`src/rtl/rf_writeback_arbiter_pkg.sv`:
```
// rf_wb_pkg: shared widths and the queued write-back entry type
package rf_wb_pkg;
  localparam int DATA_W   = 32;
  localparam int ADDR_W   = 5;
  localparam int NUM_REGS = 32;
  localparam logic [ADDR_W-1:0] REG_ZERO = '0;
  typedef struct packed {
    logic              live;
    logic [ADDR_W-1:0] rd;
    logic [DATA_W-1:0] data;
  } wb_entry_t;
endpackage

```
`src/rtl/rf_writeback_arbiter_if.sv`:
```
// rf_writeback_arbiter_if: ALU/slow-path sources and the RF write port
interface rf_writeback_arbiter_if #(parameter int DEPTH = 4);
  import rf_wb_pkg::*;
  localparam int CW = $clog2(DEPTH) + 1;
  logic                alu_valid;
  logic [ADDR_W-1:0]   alu_rd;
  logic [DATA_W-1:0]   alu_data;
  logic                lsu_valid;
  logic                lsu_ready;
  logic [ADDR_W-1:0]   lsu_rd;
  logic [DATA_W-1:0]   lsu_data;
  logic                RegWrite;
  logic [ADDR_W-1:0]   RD_Address;
  logic [DATA_W-1:0]   RDdata;
  logic [CW-1:0]       q_count;
  logic [NUM_REGS-1:0] pending_mask;
  modport master (
    output alu_valid, alu_rd, alu_data, lsu_valid, lsu_rd, lsu_data,
    input  lsu_ready, RegWrite, RD_Address, RDdata, q_count, pending_mask
  );
  modport slave (
    input  alu_valid, alu_rd, alu_data, lsu_valid, lsu_rd, lsu_data,
    output lsu_ready, RegWrite, RD_Address, RDdata, q_count, pending_mask
  );
endinterface

```
`src/rtl/rf_writeback_arbiter_wb_fifo.sv`:
```
// wb_fifo: circular buffer of write-back entries with per-register squash
module wb_fifo
  import rf_wb_pkg::*;
#(
  parameter int DEPTH = 4
) (
  input  logic                  clk,
  input  logic                  rst_n,
  input  logic                  push_i,
  input  wb_entry_t             push_entry_i,
  input  logic                  pop_i,
  input  logic                  clr_en_i,
  input  logic [ADDR_W-1:0]     clr_rd_i,
  output logic [$clog2(DEPTH):0] count_o,
  output wb_entry_t             head_o,
  output logic [DEPTH-1:0]      live_o,
  output logic [ADDR_W-1:0]     rd_o [DEPTH]
);
  localparam int PW = $clog2(DEPTH);
  localparam int CW = PW + 1;
  wb_entry_t         mem_q [DEPTH];
  wb_entry_t         mem_d [DEPTH];
  logic [PW-1:0]     wr_q, rd_q;
  logic [CW-1:0]     cnt_q;
  // Free slots always have live=0 (cleared on pop), so live alone marks pending writes
  always_comb begin
    mem_d = mem_q;
    for (int i = 0; i < DEPTH; i++)
      if (clr_en_i && mem_q[i].rd == clr_rd_i) mem_d[i].live = 1'b0;
    if (pop_i) mem_d[rd_q].live = 1'b0;
    if (push_i) mem_d[wr_q] = push_entry_i;
  end
  // Storage, wrapping pointers and occupancy
  always_ff @(posedge clk or negedge rst_n) begin
    if (!rst_n) begin
      for (int i = 0; i < DEPTH; i++) mem_q[i] <= '0;
      wr_q  <= '0;
      rd_q  <= '0;
      cnt_q <= '0;
    end else begin
      mem_q <= mem_d;
      wr_q  <= wr_q + PW'(push_i);
      rd_q  <= rd_q + PW'(pop_i);
      cnt_q <= cnt_q + CW'(push_i) - CW'(pop_i);
    end
  end
  // Per-slot view for hazard mask generation
  always_comb begin
    for (int i = 0; i < DEPTH; i++) begin
      live_o[i] = mem_q[i].live;
      rd_o[i]   = mem_q[i].rd;
    end
  end
  assign count_o = cnt_q;
  assign head_o  = mem_q[rd_q];
endmodule

```
`src/rtl/rf_writeback_arbiter.sv`:
```
// rf_writeback_arbiter: merges ALU and slow-path results onto the RF write port
module rf_writeback_arbiter
  import rf_wb_pkg::*;
#(
  parameter int DEPTH = 4
) (
  input  logic                   clk,
  input  logic                   rst_n,
  rf_writeback_arbiter_if.slave  bus
);
  localparam int CW = $clog2(DEPTH) + 1;
  logic [CW-1:0]       count;
  wb_entry_t           head, push_entry;
  logic [DEPTH-1:0]    live_vec;
  logic [ADDR_W-1:0]   rd_vec [DEPTH];
  logic                alu_w, xfer, empty, pop, emit_head, bypass, push;
  logic                we_q, we_d;
  logic [ADDR_W-1:0]   addr_q, addr_d;
  logic [DATA_W-1:0]   data_q, data_d;
  logic [NUM_REGS-1:0] pend;
  // Readiness looks at registered occupancy only, so a full queue never accepts
  assign bus.lsu_ready = rst_n & (count < CW'(DEPTH));
  // Priority: ALU, then queue head, then bypass of a lone slow write into an empty queue
  always_comb begin
    alu_w      = bus.alu_valid & (bus.alu_rd != REG_ZERO);
    xfer       = bus.lsu_valid & bus.lsu_ready;
    empty      = (count == '0);
    pop        = !alu_w & !empty;
    emit_head  = pop & head.live;
    bypass     = !alu_w & empty & xfer & (bus.lsu_rd != REG_ZERO);
    push       = xfer & (bus.lsu_rd != REG_ZERO) & !bypass & !(alu_w & (bus.lsu_rd == bus.alu_rd));
    push_entry = '{live: 1'b1, rd: bus.lsu_rd, data: bus.lsu_data};
    we_d       = alu_w | emit_head | bypass;
    addr_d     = alu_w ? bus.alu_rd : emit_head ? head.rd : bypass ? bus.lsu_rd : addr_q;
    data_d     = alu_w ? bus.alu_data : emit_head ? head.data : bypass ? bus.lsu_data : data_q;
  end
  // Registered RF write port; address/data hold when no write is emitted
  always_ff @(posedge clk or negedge rst_n) begin
    if (!rst_n) begin
      we_q   <= 1'b0;
      addr_q <= '0;
      data_q <= '0;
    end else begin
      we_q   <= we_d;
      addr_q <= addr_d;
      data_q <= data_d;
    end
  end
  // Hazard mask: registers targeted by live queued entries
  always_comb begin
    pend = '0;
    for (int i = 0; i < DEPTH; i++)
      if (live_vec[i]) pend[rd_vec[i]] = 1'b1;
  end
  wb_fifo #(.DEPTH(DEPTH)) u_fifo (
    .clk          (clk),
    .rst_n        (rst_n),
    .push_i       (push),
    .push_entry_i (push_entry),
    .pop_i        (pop),
    .clr_en_i     (alu_w),
    .clr_rd_i     (bus.alu_rd),
    .count_o      (count),
    .head_o       (head),
    .live_o       (live_vec),
    .rd_o         (rd_vec)
  );
  assign bus.RegWrite     = we_q;
  assign bus.RD_Address   = addr_q;
  assign bus.RDdata       = data_q;
  assign bus.q_count      = count;
  assign bus.pending_mask = pend;
endmodule

```
`src/flat_wrapper.sv`:
```
// flat-port wrapper written by rule: the top's interface ports become plain ports
module rf_writeback_arbiter_flat import rf_wb_pkg::*;
#(
  parameter int DEPTH = 4
)
  (clk, rst_n, bus_alu_valid, bus_alu_rd, bus_alu_data, bus_lsu_valid, bus_lsu_rd, bus_lsu_data, bus_lsu_ready, bus_RegWrite, bus_RD_Address, bus_RDdata, bus_q_count, bus_pending_mask);
  rf_writeback_arbiter_if #(.DEPTH(DEPTH)) bus_i ();
  input  logic clk;
  input  logic rst_n;
  input wire logic [$bits(bus_i.alu_valid)-1:0] bus_alu_valid;
  input wire logic [$bits(bus_i.alu_rd)-1:0] bus_alu_rd;
  input wire logic [$bits(bus_i.alu_data)-1:0] bus_alu_data;
  input wire logic [$bits(bus_i.lsu_valid)-1:0] bus_lsu_valid;
  input wire logic [$bits(bus_i.lsu_rd)-1:0] bus_lsu_rd;
  input wire logic [$bits(bus_i.lsu_data)-1:0] bus_lsu_data;
  output wire logic [$bits(bus_i.lsu_ready)-1:0] bus_lsu_ready;
  output wire logic [$bits(bus_i.RegWrite)-1:0] bus_RegWrite;
  output wire logic [$bits(bus_i.RD_Address)-1:0] bus_RD_Address;
  output wire logic [$bits(bus_i.RDdata)-1:0] bus_RDdata;
  output wire logic [$bits(bus_i.q_count)-1:0] bus_q_count;
  output wire logic [$bits(bus_i.pending_mask)-1:0] bus_pending_mask;
  assign bus_i.alu_valid = bus_alu_valid;
  assign bus_i.alu_rd = bus_alu_rd;
  assign bus_i.alu_data = bus_alu_data;
  assign bus_i.lsu_valid = bus_lsu_valid;
  assign bus_i.lsu_rd = bus_lsu_rd;
  assign bus_i.lsu_data = bus_lsu_data;
  assign bus_lsu_ready = bus_i.lsu_ready;
  assign bus_RegWrite = bus_i.RegWrite;
  assign bus_RD_Address = bus_i.RD_Address;
  assign bus_RDdata = bus_i.RDdata;
  assign bus_q_count = bus_i.q_count;
  assign bus_pending_mask = bus_i.pending_mask;
  rf_writeback_arbiter #(.DEPTH(DEPTH)) u_core (.clk(clk), .rst_n(rst_n), .bus(bus_i));
endmodule
```
`config.mk`:
```
export PLATFORM = sky130hd
export DESIGN_NAME = rf_writeback_arbiter_flat
export DESIGN_NICKNAME = d
export VERILOG_FILES = /design/src/rtl/rf_writeback_arbiter_pkg.sv /design/src/rtl/rf_writeback_arbiter_if.sv /design/src/rtl/rf_writeback_arbiter_wb_fifo.sv /design/src/rtl/rf_writeback_arbiter.sv /design/src/flat_wrapper.sv
export SDC_FILE = /design/constraint.sdc
export NUM_CORES = 1
export LEC_CHECK = 0
export CAP_MARGIN = 0
export CORE_AREA = 2 2 149 136
export DETAILED_ROUTE_END_ITERATION = 8
export DIE_AREA = 0 0 151 138
export GPL_ROUTABILITY_DRIVEN = 1
export HOLD_SLACK_MARGIN = 0.02
export PLACE_DENSITY_LB_ADDON = 0.15
export SLEW_MARGIN = 15
export SYNTH_ARGS = -nofsm -noshare
export SYNTH_HDL_FRONTEND = slang
export SYNTH_SLANG_ARGS = --single-unit
```
`constraint.sdc`:
```
create_clock -name clk -period 3.4 [get_ports clk]
set_clock_uncertainty 0.1 [all_clocks]
set_input_delay 0.68 -clock clk [delete_from_list [all_inputs] [get_ports clk]]
set_output_delay 0.68 -clock clk [all_outputs]
set_load 0.03 [all_outputs]
```
==> results.yml <==
run_status:
  outcome: "finished, final reports clean"
grt:
  grt_start_max_net_pins: 82
  grt_pass1_wl_um: 43350
  antenna_found_initial: 0
  grt_pass1_vias: 7861
  overflow: 0
  grt.total_usage_pct: 26.63
clocking:
  cts_resized: 0
  postCtsHoldBufs: 0
  cts_tree: "done"
  cts_buffer_depth: 2
  post_cts_buffers: 0
  htree_levels: 4
  cts_inserted_buffers: 17
  clock_latency_ps: 420
  cts_sinks: 197
  clkTransAtPathRegs_ps: 70
  cts-root-buf: "clkbuf_16"
power:
  leakagePower_nw: 5.841
  p_sw_mw: 4.570
  seqPwrFrac_pct: 36.9
  clkPwrFrac_pct: 16.1
  p_int_mw: 7.607
  switching_share_pct: 37.53
  design_power_total_mw: 12.18
  powerDensity_nw_per_um2: 932.2
  combPwrFrac_pct: 47.0
  vdd_drop_max_v: 0.0004365
worst_setup_path:
  max_stage_delay_ps: 670
  critical_path_class: "reg -> out"
  cp_max_fo: 11
  cp-end-kind: "primary output"
  worst_setup_path_start_kind: "flip-flop"
  crit_required_ps: 2620
  path_buf_inv: 1
  crit_path_top_delay_cell: "clkdlybuf4s50_1"
  path_cells: "or3b_2 -> o22ai_1 -> a221o_1 -> clkdlybuf4s50_1"
  arrival_ps: 2550
  cpLargestDelayFamily: "buffers and inverters"
yosys:
  synthTopCellsByCount: "197 x dfrtp_1, 76 x mux2_4, 73 x mux2_2"
  synth_top_area_share_pct: 47.01
  synthCells: 763
  ys_types: 42
  async_reset_ff_share_pct: 100.0
  synth-seq-area-share_pct: 47.01
  yosys_register_bits: 197
  syn_area_per_cell_um2: 13.74
  synth_top_area_cell: "dfrtp_1"
  synth-edff-count: 0
  synth_warnings: 0
  yosysMostFrequentCell: "dfrtp_1"
  synthTopCellsByArea: "dfrtp_1 47%, mux2_4 11%, mux4_2 8.2%, mux2_2 7.8%, mux2i_1 3.4%"
  synth_top_flop_cell: "dfrtp_1"
  synth_nets: 846
  netlist_area_um2: 10490
placement:
  place.gp.congestion: 0.9708
  dp_hpwl_um: 18010
  dp_cells: 1148
  port_buffers: 151
routing:
  vias: 7364
  drt-initial-drc-count: 528
  ant_nets: 0
  drc: 0
  wl_um: 26740
  firstDrtPassIters: 6
  wl_per_cell_um: 22.66
  via_per_inst: 6.241
sta:
  period_minus_slack_ps: 3333
  clock.fmax_ghz: 0.3000
  drv_slew: 0
  rsz0062_at_grt: "true"
  setup_viol: 0
  max_slew.worst_pin.slew_ps: 1013
  finalHoldViolCount: 0
  relSlewSlack_pct: 32.44
  timing.final.crit_share_pct: 98.03
die:
  start_util_pct: 53.79
  io_pins: 152
  fp.dieArea_um2: 20840
  core_um2: 19500
  die_w_um: 151
  die_height_um: 138
  placementRows: 49
flow_run:
  max_cap_violations: 0
layout:
  drive_gt1_share_pct: 32.00
  num-nets-final: 995
  num-fill-cells: 1445
  finalNonFillerCells: 1180
  area_growth_pct: 24.57
  diodes: 0
worst_hold_path:
  hold_path.class: "reg -> reg"
[power groups by stage]
stage               registers [mW]  clock network [mW]  logic [mW]
floorplan                     4.50                   0        3.85
global placement              4.37                   0        5.58
detailed placement            4.49                   0        5.70
CTS                           4.47                2.00        5.73
global route                  4.65                2.10        6.09
finish                        4.50                1.96        5.72
[worst reg2reg max path, stage by stage, from the launching register on]
cell	delay [ps]
dfrtp_1	450
or3_1	540
nand2_1	160
inv_1	70
ha_1	280
inv_1	40
ha_1	180
fa_1	380
xor2_1	180
xnor2_1	130
[area by class of cell]
type / count / area (um^2) / area share [%]
multi-input cells: 494 / 5181 / 39.66
flip-flops and latches: 197 / 4935 / 37.78
clock inverters: 11 / 113.9 / 0.8716
well taps: 255 / 319.1 / 2.443
clock buffers: 21 / 470.5 / 3.602
repair buffers: 196 / 2021 / 15.47
inverters: 6 / 22.52 / 0.1724
[sequential cells by signal, indices dropped and copies added (netlist names)]
register / count
u_core.bus.RDdata: 32
u_core.u_fifo.wr_q: 2
u_core.u_fifo.rd_q: 2
u_core.u_fifo.rd_o: 20
u_core.bus.RegWrite: 1
u_core.u_fifo.mem_q: 128
u_core.bus.RD_Address: 5
u_core.u_fifo.live_o: 4
u_core.u_fifo.count_o: 3
[metrics by stage]
step                worst slack (ps)  cell area [um^2]  TNS [ps]  util (%)  hold slack, ps
finish                         67.05             13060         0     67.00           403.3
CTS                            34.17             13050         0     66.91           405.3
global placement              -147.6             12460    -147.6     63.91           381.2
floorplan                      196.0             10490         0         -           284.4
detailed placement            -204.1             12460    -204.1     63.91           388.1
global route                  -19.23             13060    -36.69     67.00           413.0
[final timing paths]
kind	slack, ps	from	end	depth (start not counted)
max	70	u_core.u_fifo.rd_o[8]	bus_pending_mask[5]	4
min	400	u_core.u_fifo.mem_q[49]	u_core.u_fifo.mem_q[49]	1
max reg2reg	790	u_core.u_fifo.count_o[2]	u_core.u_fifo.count_o[2]	9
min reg2reg	400	u_core.u_fifo.mem_q[49]	u_core.u_fifo.mem_q[49]	1
max in group asynchronous	1340	rst_n	u_core.u_fifo.rd_o[7]	3
min in group asynchronous	430	rst_n	u_core.u_fifo.mem_q[66]	2
[metal layers]
layer / vias up / wire [um] / track usage (%)
met1: 3783 / 11690 / 38.32
met4: 0 / 451 / 7.329
met5: - / 0 / 0
met2: 309 / 12840 / 41.65
li1: 3227 / - / -
met3: 45 / 1757 / 5.248
[cells by family after synthesis]
family                     synth area share [%]
and+or+nand+nor                           5.393
AOI/OAI and AO/OA                         9.939
muxes                                     30.32
xor gates and xnor gates                  2.422
DFF                                       47.01
adders and majority gates                0.6682
buffers and inverters                     4.248
[layout by cell type (no fill, tap or decap), drive strengths merged, types with 4 or more instances in the layout]
cell type and instances:
dfrtp 197, mux2 149, clkdlybuf4s50 148, o22ai 51, buf 45, mux4 38, a21oi 37, mux2i 36
clkbuf 22, o221ai 19, a22oi 18, xor2 15, a221o 15, xnor2 14, nand2 14, nor2 13
nand3 11, nand3b 10, inv 10, nor3b 8, clkinv 7, nor3 6, or3b 5, and3 4
and3b 4, nand4 4, ha 4
Note: power is estimated with default switching activity, not from simulation.
